==> config.mk <==
export PLATFORM = sky130hd
export DESIGN_NAME = kr580_memctl
export DESIGN_NICKNAME = d
export VERILOG_FILES = /design/src/rtl/kr580_pkg.sv /design/src/rtl/kr580_memctl_wait.sv /design/src/rtl/kr580_memctl.sv
export SDC_FILE = /design/constraint.sdc
export NUM_CORES = 1
export LEC_CHECK = 0
export ABC_AREA = 1
export CAP_MARGIN = 10
export CORE_MARGIN = 10
export CORE_UTILIZATION = 30
export DETAILED_ROUTE_END_ITERATION = 6
export SLEW_MARGIN = 20
export SYNTH_ARGS = -nofsm -noshare
export SYNTH_HDL_FRONTEND = slang
export SYNTH_SLANG_ARGS = --single-unit
==> constraint.sdc <==
create_clock -name clock -period 1.5 [get_ports clock]
set_input_delay 0.3 -clock clock [delete_from_list [all_inputs] [get_ports clock]]
set_output_delay 0.3 -clock clock [all_outputs]
set_load 0.02 [all_outputs]
==> src/rtl/kr580_pkg.sv <==
// Shared types and default constants for the kr580 memory/port controller.
package kr580_pkg;

  typedef enum logic [1:0] {
    ST_IDLE = 2'd0,
    ST_WAIT = 2'd1,
    ST_DATA = 2'd2
  } memctl_state_t;

  localparam logic [7:0]  KR580_BANK_PORT = 8'hFE;
  localparam logic [15:0] KR580_WIN_BASE  = 16'hC000;

endpackage

==> src/rtl/kr580_memctl_wait.sv <==
// Wait-state timer: 4-bit loadable down-counter that stops at zero.
// o_done flags the final wait cycle, so the FSM can leave WAIT on that same edge.
module kr580_memctl_wait (
  input  logic       clock,
  input  logic       reset_n,
  input  logic       i_load,
  input  logic [3:0] i_load_val,
  input  logic       i_dec,
  output logic       o_done
);

  logic [3:0] r_cnt;

  always_ff @(posedge clock or negedge reset_n) begin
    if (!reset_n) begin
      r_cnt <= 4'd0;
    end else if (i_load) begin
      r_cnt <= i_load_val;
    end else if (i_dec && (r_cnt != 4'd0)) begin
      r_cnt <= r_cnt - 4'd1;
    end
  end

  assign o_done = (r_cnt <= 4'd1);

endmodule

==> src/rtl/kr580_memctl.sv <==
// kr580_memctl: wait-state handshake, bank-switched upper window and bank I/O port for the kr580 bus.
// Build option KR580_MEMCTL_ROMPROT_EN: memory writes at or below ROM_TOP never raise mem_we.
module kr580_memctl
  import kr580_pkg::*;
#(
  parameter int          WAIT      = 1,
  parameter int          BANK_W    = 2,
  parameter logic [15:0] WIN_BASE  = KR580_WIN_BASE,
  parameter logic [7:0]  BANK_PORT = KR580_BANK_PORT,
  parameter logic [15:0] ROM_TOP   = 16'h07FF
) (
  input  logic               clock,
  input  logic               reset_n,
  input  logic [15:0]        address,
  input  logic [7:0]         out,
  input  logic               rd,
  input  logic               we,
  input  logic               pr,
  input  logic               pw,
  output logic [7:0]         in,
  output logic               ready,
  output logic [15+BANK_W:0] mem_address,
  output logic [7:0]         mem_wdata,
  output logic               mem_we,
  input  logic [7:0]         mem_rdata,
  output logic [BANK_W-1:0]  bank
);

  memctl_state_t r_state, w_state_nxt;

  logic [7:0]         r_in;
  logic [7:0]         r_wdata;
  logic               r_ready;
  logic               r_mem_we;
  logic               r_is_wr;
  logic [15+BANK_W:0] r_mem_addr;
  logic [BANK_W-1:0]  r_bank;

  logic               w_take_we, w_take_rd, w_take_pw, w_take_pr, w_take_mem;
  logic               w_cnt_dec, w_wait_last, w_prot, w_is_bank_port;
  logic [15+BANK_W:0] w_phys;

  always_comb begin
    w_phys = {{BANK_W{1'b0}}, address};
    if (address >= WIN_BASE) w_phys = {r_bank, address};
  end

  assign w_is_bank_port = (address[7:0] == BANK_PORT);

`ifdef KR580_MEMCTL_ROMPROT_EN
  assign w_prot = (address <= ROM_TOP);
`else
  localparam logic [15:0] unused_rom_top = ROM_TOP;
  assign w_prot = 1'b0;
`endif

  // The ready cycle is treated as busy so a request still held from the finishing access is not re-taken.
  always_comb begin
    w_state_nxt = r_state;
    w_take_we   = 1'b0;
    w_take_rd   = 1'b0;
    w_take_pw   = 1'b0;
    w_take_pr   = 1'b0;
    w_cnt_dec   = 1'b0;
    case (r_state)
      ST_IDLE: begin
        if (!r_ready) begin
          w_take_we = we;
          w_take_rd = !we && rd;
          w_take_pw = !we && !rd && pw;
          w_take_pr = !we && !rd && !pw && pr;
          if (we || rd) w_state_nxt = (WAIT == 0) ? ST_DATA : ST_WAIT;
        end
      end
      ST_WAIT: begin
        w_cnt_dec = 1'b1;
        if (w_wait_last) w_state_nxt = ST_DATA;
      end
      ST_DATA: w_state_nxt = ST_IDLE;
      default: w_state_nxt = ST_IDLE;
    endcase
  end

  assign w_take_mem = w_take_we | w_take_rd;

  kr580_memctl_wait u_wait (
    .clock      (clock),
    .reset_n    (reset_n),
    .i_load     (w_take_mem),
    .i_load_val (4'(WAIT)),
    .i_dec      (w_cnt_dec),
    .o_done     (w_wait_last)
  );

  always_ff @(posedge clock or negedge reset_n) begin
    if (!reset_n) r_state <= ST_IDLE;
    else          r_state <= w_state_nxt;
  end

  // The mapped address already carries the bank, so later bank writes cannot disturb an access in flight.
  always_ff @(posedge clock or negedge reset_n) begin
    if (!reset_n) begin
      r_in       <= 8'h00;
      r_wdata    <= 8'h00;
      r_ready    <= 1'b0;
      r_mem_we   <= 1'b0;
      r_is_wr    <= 1'b0;
      r_mem_addr <= '0;
      r_bank     <= '0;
    end else begin
      r_ready  <= 1'b0;
      r_mem_we <= 1'b0;
      if (w_take_mem) begin
        r_mem_addr <= w_phys;
        r_is_wr    <= w_take_we;
      end
      if (w_take_we) begin
        r_wdata  <= out;
        r_mem_we <= !w_prot;
      end
      if (w_take_pw && w_is_bank_port) r_bank <= out[BANK_W-1:0];
      if (w_take_pr) r_in <= w_is_bank_port ? 8'(r_bank) : 8'hFF;
      if (w_take_pw || w_take_pr) r_ready <= 1'b1;
      if (r_state == ST_DATA) begin
        r_ready <= 1'b1;
        if (!r_is_wr) r_in <= mem_rdata;
      end
    end
  end

  assign in          = r_in;
  assign ready       = r_ready;
  assign mem_address = r_mem_addr;
  assign mem_wdata   = r_wdata;
  assign mem_we      = r_mem_we;
  assign bank        = r_bank;

endmodule
After elaboration in Yosys (flattened, before gate mapping). Cells that the tools add are included.

Flip-flop bits (word level): 45. Output and inout bits: 38.

$add $sub $neg: 1. $lt $le $gt $ge: 2. Eq/ne operators: 6. Multiplexer cells: 23. Bitwise logic cells: 1. Reduce and logical (&&, ||, !) cells: 16.

Operator list (count): 8-bit 2-to-1 mux (4); 18-bit 2-to-1 mux (1); 16-bit greater-or-equal comparator (second input constant) (1); 1-bit 2-to-1 mux (12); 8-bit == test (second input constant) (1); 4-bit 2-to-1 mux (2); 1-bit logical AND (7); 2-bit 2-to-1 mux (3); 4-bit by 1-bit less-or-equal comparator with 1-bit output (second input constant) (1); 2-bit != test (second input constant) (2); 2-bit case mux with 2 select lines (1); 4-bit nonzero test (1); 4-bit by 1-bit subtractor with 4-bit output (second input constant) (1); 1-bit logical NOT (3); 3-bit AND reduction (1); 2-bit by 1-bit == test with 1-bit output (second input constant) (1); 2-bit == test (second input constant) (1); 2-bit logical NOT (1); 1-bit logical OR (2); 2-bit by 1-bit != test with 1-bit output (second input constant) (1); 2-bit nonzero test (1); 1-bit OR (1).

Logic depth before layout (Yosys ltp).
Depth after elaboration: 9. Mapped depth: 8. Gate-level depth less buffers: 8.

Hierarchy. A second synthesis with hierarchy kept.

Cell total of the unflattened synthesis: 257. Area, all modules: 2180.8 um2.

By module, submodules not included: kr580_memctl (instances 1, cells each 215, area an instance 1863.0 um2, seq. area each 1026.0 um2); kr580_memctl_wait (instances 1, cells each 42, area an instance 317.8 um2, seq. area each 100.1 um2).

Least setup slack after synthesis. OpenSTA, ideal clock, no wires.

Path type: register to register. Start: reg r_ready (netlist: ready). End: reg r_ready (netlist: ready). Arrival time: 1.129 ns. Required time: 1.369 ns. Setup slack: 0.240 ns. Cell stages (with the launch flop): 5. Path buffers: 0. Period minus slack after synthesis: 1.260 ns. Path through: dfrtp_1 -> nor2_1 -> nand2_1 -> nor2_4 -> or3_1.

Word-level cells in the longest chain between the ends: 5. Elaborated cells between the ends (all ways): 7. Classes of those cells: mux: 6; reduce/logical: 1.

RTL lines: start, declared (line kr580_memctl.sv:33) `logic r_ready;`; start signal, assigned (line kr580_memctl.sv:105) `r_ready <= 1'b0;`; start signal, assigned (line kr580_memctl.sv:111) `r_ready <= 1'b0;`; start signal, assigned (line kr580_memctl.sv:123) `if (w_take_pw || w_take_pr) r_ready <= 1'b1;`; 1-bit 2-to-1 mux (line kr580_memctl.sv:67) `if (!r_ready) begin`; 1-bit 2-to-1 mux (line kr580_memctl.sv:65) `case (r_state)`; 1-bit logical OR * (line kr580_memctl.sv:123); 1-bit 2-to-1 mux * (line kr580_memctl.sv:123); 1-bit 2-to-1 mux * (line kr580_memctl.sv:124) `if (r_state == ST_DATA) begin`.

Every way passes the cells marked *; elsewhere a longest branch is shown, timed or not. A chain may end at the register's enable or synchronous reset.

Worst setup path after layout.
Start: in we. End: reg r_in[0] (netlist: in[0]).

Word-level cells in the longest chain between the ends: 9.

RTL lines: start, declared (line kr580_memctl.sv:17) `input logic we,`; 1-bit logical NOT * (line kr580_memctl.sv:71) `w_take_pr = !we && !rd && !pw && pr;`; 1-bit logical AND * (3 in a row) (line kr580_memctl.sv:71); 1-bit 2-to-1 mux * (line kr580_memctl.sv:67); 1-bit 2-to-1 mux * (line kr580_memctl.sv:65); 8-bit 2-to-1 mux * (line kr580_memctl.sv:122) `if (w_take_pr) r_in <= w_is_bank_port ? 8'(r_bank) : 8'hFF;`; 8-bit 2-to-1 mux (line kr580_memctl.sv:126) `if (!r_is_wr) r_in <= mem_rdata;`; 8-bit 2-to-1 mux * (line kr580_memctl.sv:124); end signal, assigned (line kr580_memctl.sv:122); end signal, assigned (line kr580_memctl.sv:126); end, declared (line kr580_memctl.sv:31) `logic [7:0] r_in;`.

Marked as above.

==> impl_metrics.sql <==
INSERT INTO impl_metrics (metric_group, metric, value, unit) VALUES
('yosys', 'yosysWarnings', '0', ''),
('sta', 'final_hold_viol_count', '0', ''),
('placement', 'buffer_ports.inserted', '75', ''),
('final_layout', 'num-nets-final', '368', ''),
('global_route', 'grtUsageTotal', '11.0', '%'),
('sta', 'achievable-frequency', '0.727', 'GHz'),
('worst_hold_path', 'min_delay_path_depth', '2', ''),
('yosys', 'cell_with_the_most_instances_after_synthesis', 'sky130_fd_sc_hd__nand2_1', ''),
('sta', 'worst_clock_skew', '0.00652', 'ns'),
('floorplanning', 'dieWidth', '102', 'µm'),
('yosys', 'syn_nets', '276', ''),
('pwr', 'clockPowerShare', '16.6', '%'),
('floorplanning', 'dieArea', '10500', 'µm²'),
('worst_hold_path', 'hold-path-endpoint', 'mem_address[14]', ''),
('setup_path', 'critical_path.startpoint_type', 'input pin', ''),
('sta', 'final_min_period_over_clock_period', '91.7', '%'),
('yosys', 'avgSynthCellArea', '8.68', 'µm²'),
('final_layout', 'drive_gt1_share', '12.5', '%'),
('global_route', 'grt_start_max_net_pins', '46', ''),
('global_route', 'grt_first_pass_wirelength', '9200', 'µm'),
('yosys', 'synth_cells', '235', ''),
('yosys', 'ys_dominant_reg_cell', 'sky130_fd_sc_hd__dfrtp_1', ''),
('setup_path', 'critical_path.max_stage_delay', '0.46', 'ns'),
('pwr', 'p_per_area', '1900', 'nW/µm²'),
('cts', 'clock_tree.buffer_depth', '2', ''),
('pwr', 'p_int', '3.37', 'mW'),
('global_route', 'globalRoute.totalOverflow', '0', ''),
('yosys', 'post_synth_most_frequent_cells', 'sky130_fd_sc_hd__nand2_1 (99), sky130_fd_sc_hd__dfrtp_1 (45), sky130_fd_sc_hd__inv_1 (17)', ''),
('worst_hold_path', 'min-delay-path-class', 'register to register', ''),
('global_route', 'grt_pass1_vias', '1852', ''),
('job', 'maxCapViolations', '0', ''),
('sta', 'timing.final.crit_period', '1.37', 'ns'),
('final_layout', 'final_util', '46.9', '%'),
('run_status', 'run_status', 'finished clean', ''),
('setup_path', 'timing.critical_path.cells', 'clkdlybuf4s50_1 > nor2_4 > nand2_2 > nor2_4 > nand2_4 > nand2_4 > nor2_1 > nor2_1', ''),
('yosys', 'async_flop_share', '100', '%'),
('pwr', 'power_switching_share', '41.7', '%'),
('floorplanning', 'num_io_pins', '76', ''),
('drt', 'drt-vias-per-instance', '4.35', ''),
('floorplanning', 'start_util', '31.4', '%'),
('setup_path', 'rr_worst_depth', '7', ''),
('yosys', 'netlist.area_leader.share', '55.2', '%'),
('setup_path', 'crit_path_max_fanout', '10', ''),
('cts', 'cts.sinks', '45', ''),
('cts', 'cts-root-buf', 'sky130_fd_sc_hd__clkbuf_8', ''),
('pwr', 'power.switching', '2.41', 'mW'),
('placement', 'post-place-ws', '-0.180', 'ns'),
('yosys', 'synth.area.top_cells', 'sky130_fd_sc_hd__dfrtp_1 (55%), sky130_fd_sc_hd__nand2_1 (18%), sky130_fd_sc_hd__o21ai_0 (3.4%)', ''),
('drt', 'pre_antenna_drt_iters', '4', ''),
('placement', 'place.gp.congestion', '0.742', ''),
('yosys', 'ys_ff_latch', '45', ''),
('cts', 'clk_lat_worst_skew', '0.30', 'ns'),
('setup_path', 'critPathKind', 'input pin to register', ''),
('yosys', 'mappedNetlistArea', '2040', 'µm²'),
('drt', 'detail_route.drc_violations', '0', ''),
('worst_hold_path', 'timing.hold.worst.start', 'mem_address[14]', ''),
('floorplanning', 'design.core.area', '6490', 'µm²'),
('setup_path', 'critical_path.n_buffers_inverters', '1', ''),
('setup_path', 'critical-path-top-delay-family', 'simple AND/OR/NAND/NOR gates', ''),
('cts', 'htreeDepth', '2', ''),
('pwr', 'power_leakage', '1.59', 'nW'),
('drt', 'drt-wirelength-per-cell', '13.6', 'µm'),
('sta', 'rsz_0062_raised_after_global_routing', 'false', ''),
('drt', 'detail_route.iter0.violations', '40', ''),
('drt', 'ant_nets', '0', ''),
('pwr', 'share_comb_of_total_power', '48.6', '%'),
('yosys', 'synthDominantAreaCellType', 'sky130_fd_sc_hd__dfrtp_1', ''),
('setup_path', 'nature_of_the_critical_path_endpoint', 'register', ''),
('yosys', 'share_of_the_yosys_chip_area_belonging_to_registers', '55.2', '%'),
('final_layout', 'flow.area_growth_from_synthesis', '49.1', '%'),
('yosys', 'synth.lib_cells_used.distinct', '27', '');
[through the flow]
step           hold slack (ns)  instance area [µm²]  std cells  power [mW]  setup TNS [ns]
3_3_place_gp             0.304                 2960        396        5.19           -1.49
2_1_floorplan          0.00441                 2040        235        3.80               0
3_5_place_dp             0.308                 2960        396        5.24           -1.86
5_1_grt                  0.500                 3040        405        6.29               0
6_report                 0.475                 3040        405        5.79               0
4_1_cts                  0.479                 3040        405        5.89               0
[flip-flops by register name (all words and copies together) (netlist names)]
register and count:
bank 2, r_is_wr 1, r_state 2, mem_address 18, mem_we 1, ready 1, in 8, u_wait.r_cnt 4
mem_wdata 8
[tightest hold or removal path, stage by stage, from the launching register on]
cell and delay [ns]:
sky130_fd_sc_hd__dfrtp_1 0.35, sky130_fd_sc_hd__nand2_1 0.05, sky130_fd_sc_hd__nand2_1 0.05
[power by group through the flow]
stage                     Sequential (mW)  Clock [mW]  Combinational [mW]
after detailed placement             2.06           0                3.17
after CTS                            2.02       0.997                2.87
after floorplan                      2.58           0                1.22
after global routing                 2.08        1.05                3.16
final                                2.01       0.961                2.81
after global placement               2.05           0                3.15
[cell type report]
cell class,instances,area (µm²)
fill,656,3450
timing repair buffer,90,838
clock inverter,1,30.0
multi-input combinational,167,796
tap,77,96.3
inverter,18,70.1
sequential,45,1130
clock buffer,7,86.3
[metal layers]
layer  wire [µm]  track usage [%]
met5           0                0
met4          50             3.25
met3         365             4.12
met2        2650             17.7
met1        2440             13.5
[layout by cell type (no fill, tap or decap), types with 2 or more instances in the layout]
master / n
sky130_fd_sc_hd__or2_2: 5
sky130_fd_sc_hd__nand2_4: 2
sky130_fd_sc_hd__inv_1: 17
sky130_fd_sc_hd__o21ai_2: 2
sky130_fd_sc_hd__nand2_2: 3
sky130_fd_sc_hd__clkbuf_8: 6
sky130_fd_sc_hd__buf_12: 2
sky130_fd_sc_hd__dfrtp_1: 45
sky130_fd_sc_hd__o21ai_0: 14
sky130_fd_sc_hd__ha_1: 3
sky130_fd_sc_hd__buf_4: 12
sky130_fd_sc_hd__dlygate4sd2_1: 38
sky130_fd_sc_hd__nand2_1: 99
sky130_fd_sc_hd__nand3_1: 9
sky130_fd_sc_hd__clkdlybuf4s50_1: 36
sky130_fd_sc_hd__nor2_4: 3
sky130_fd_sc_hd__o21ai_1: 3
sky130_fd_sc_hd__nor2_1: 15
[repair_timing]
action | in CTS | in global routing
gates resized for setup | 38 | 0
setup endpoints to repair | 38 | 0
hold endpoints to repair | 45 | 0
hold buffers | 1 | 0
[worst max-delay path by stage]
| stage | start | to | slack [ns] | depth (start not counted) |
|---|---|---|---|---|
| 2_1_floorplan | ready | ready | 0.24 | 4 |
| 3_3_place_gp | we | in[5] | -0.14 | 8 |
| 3_5_place_dp | we | in[5] | -0.18 | 8 |
| 4_1_cts | ready | ready | 0.12 | 1 |
| 5_1_grt | address[4] | in[0] | 0.01 | 8 |
| 6_report | we | in[0] | 0.13 | 8 |
[logic make-up after synthesis]
family,synth area share [%]
flops,55.2
compound gates,5.70
fa+ha+maj,1.84
xor+xnor,0.429
simple gates,31.0
buf+inv,5.82
Note: power is estimated with default switching activity, not from simulation.
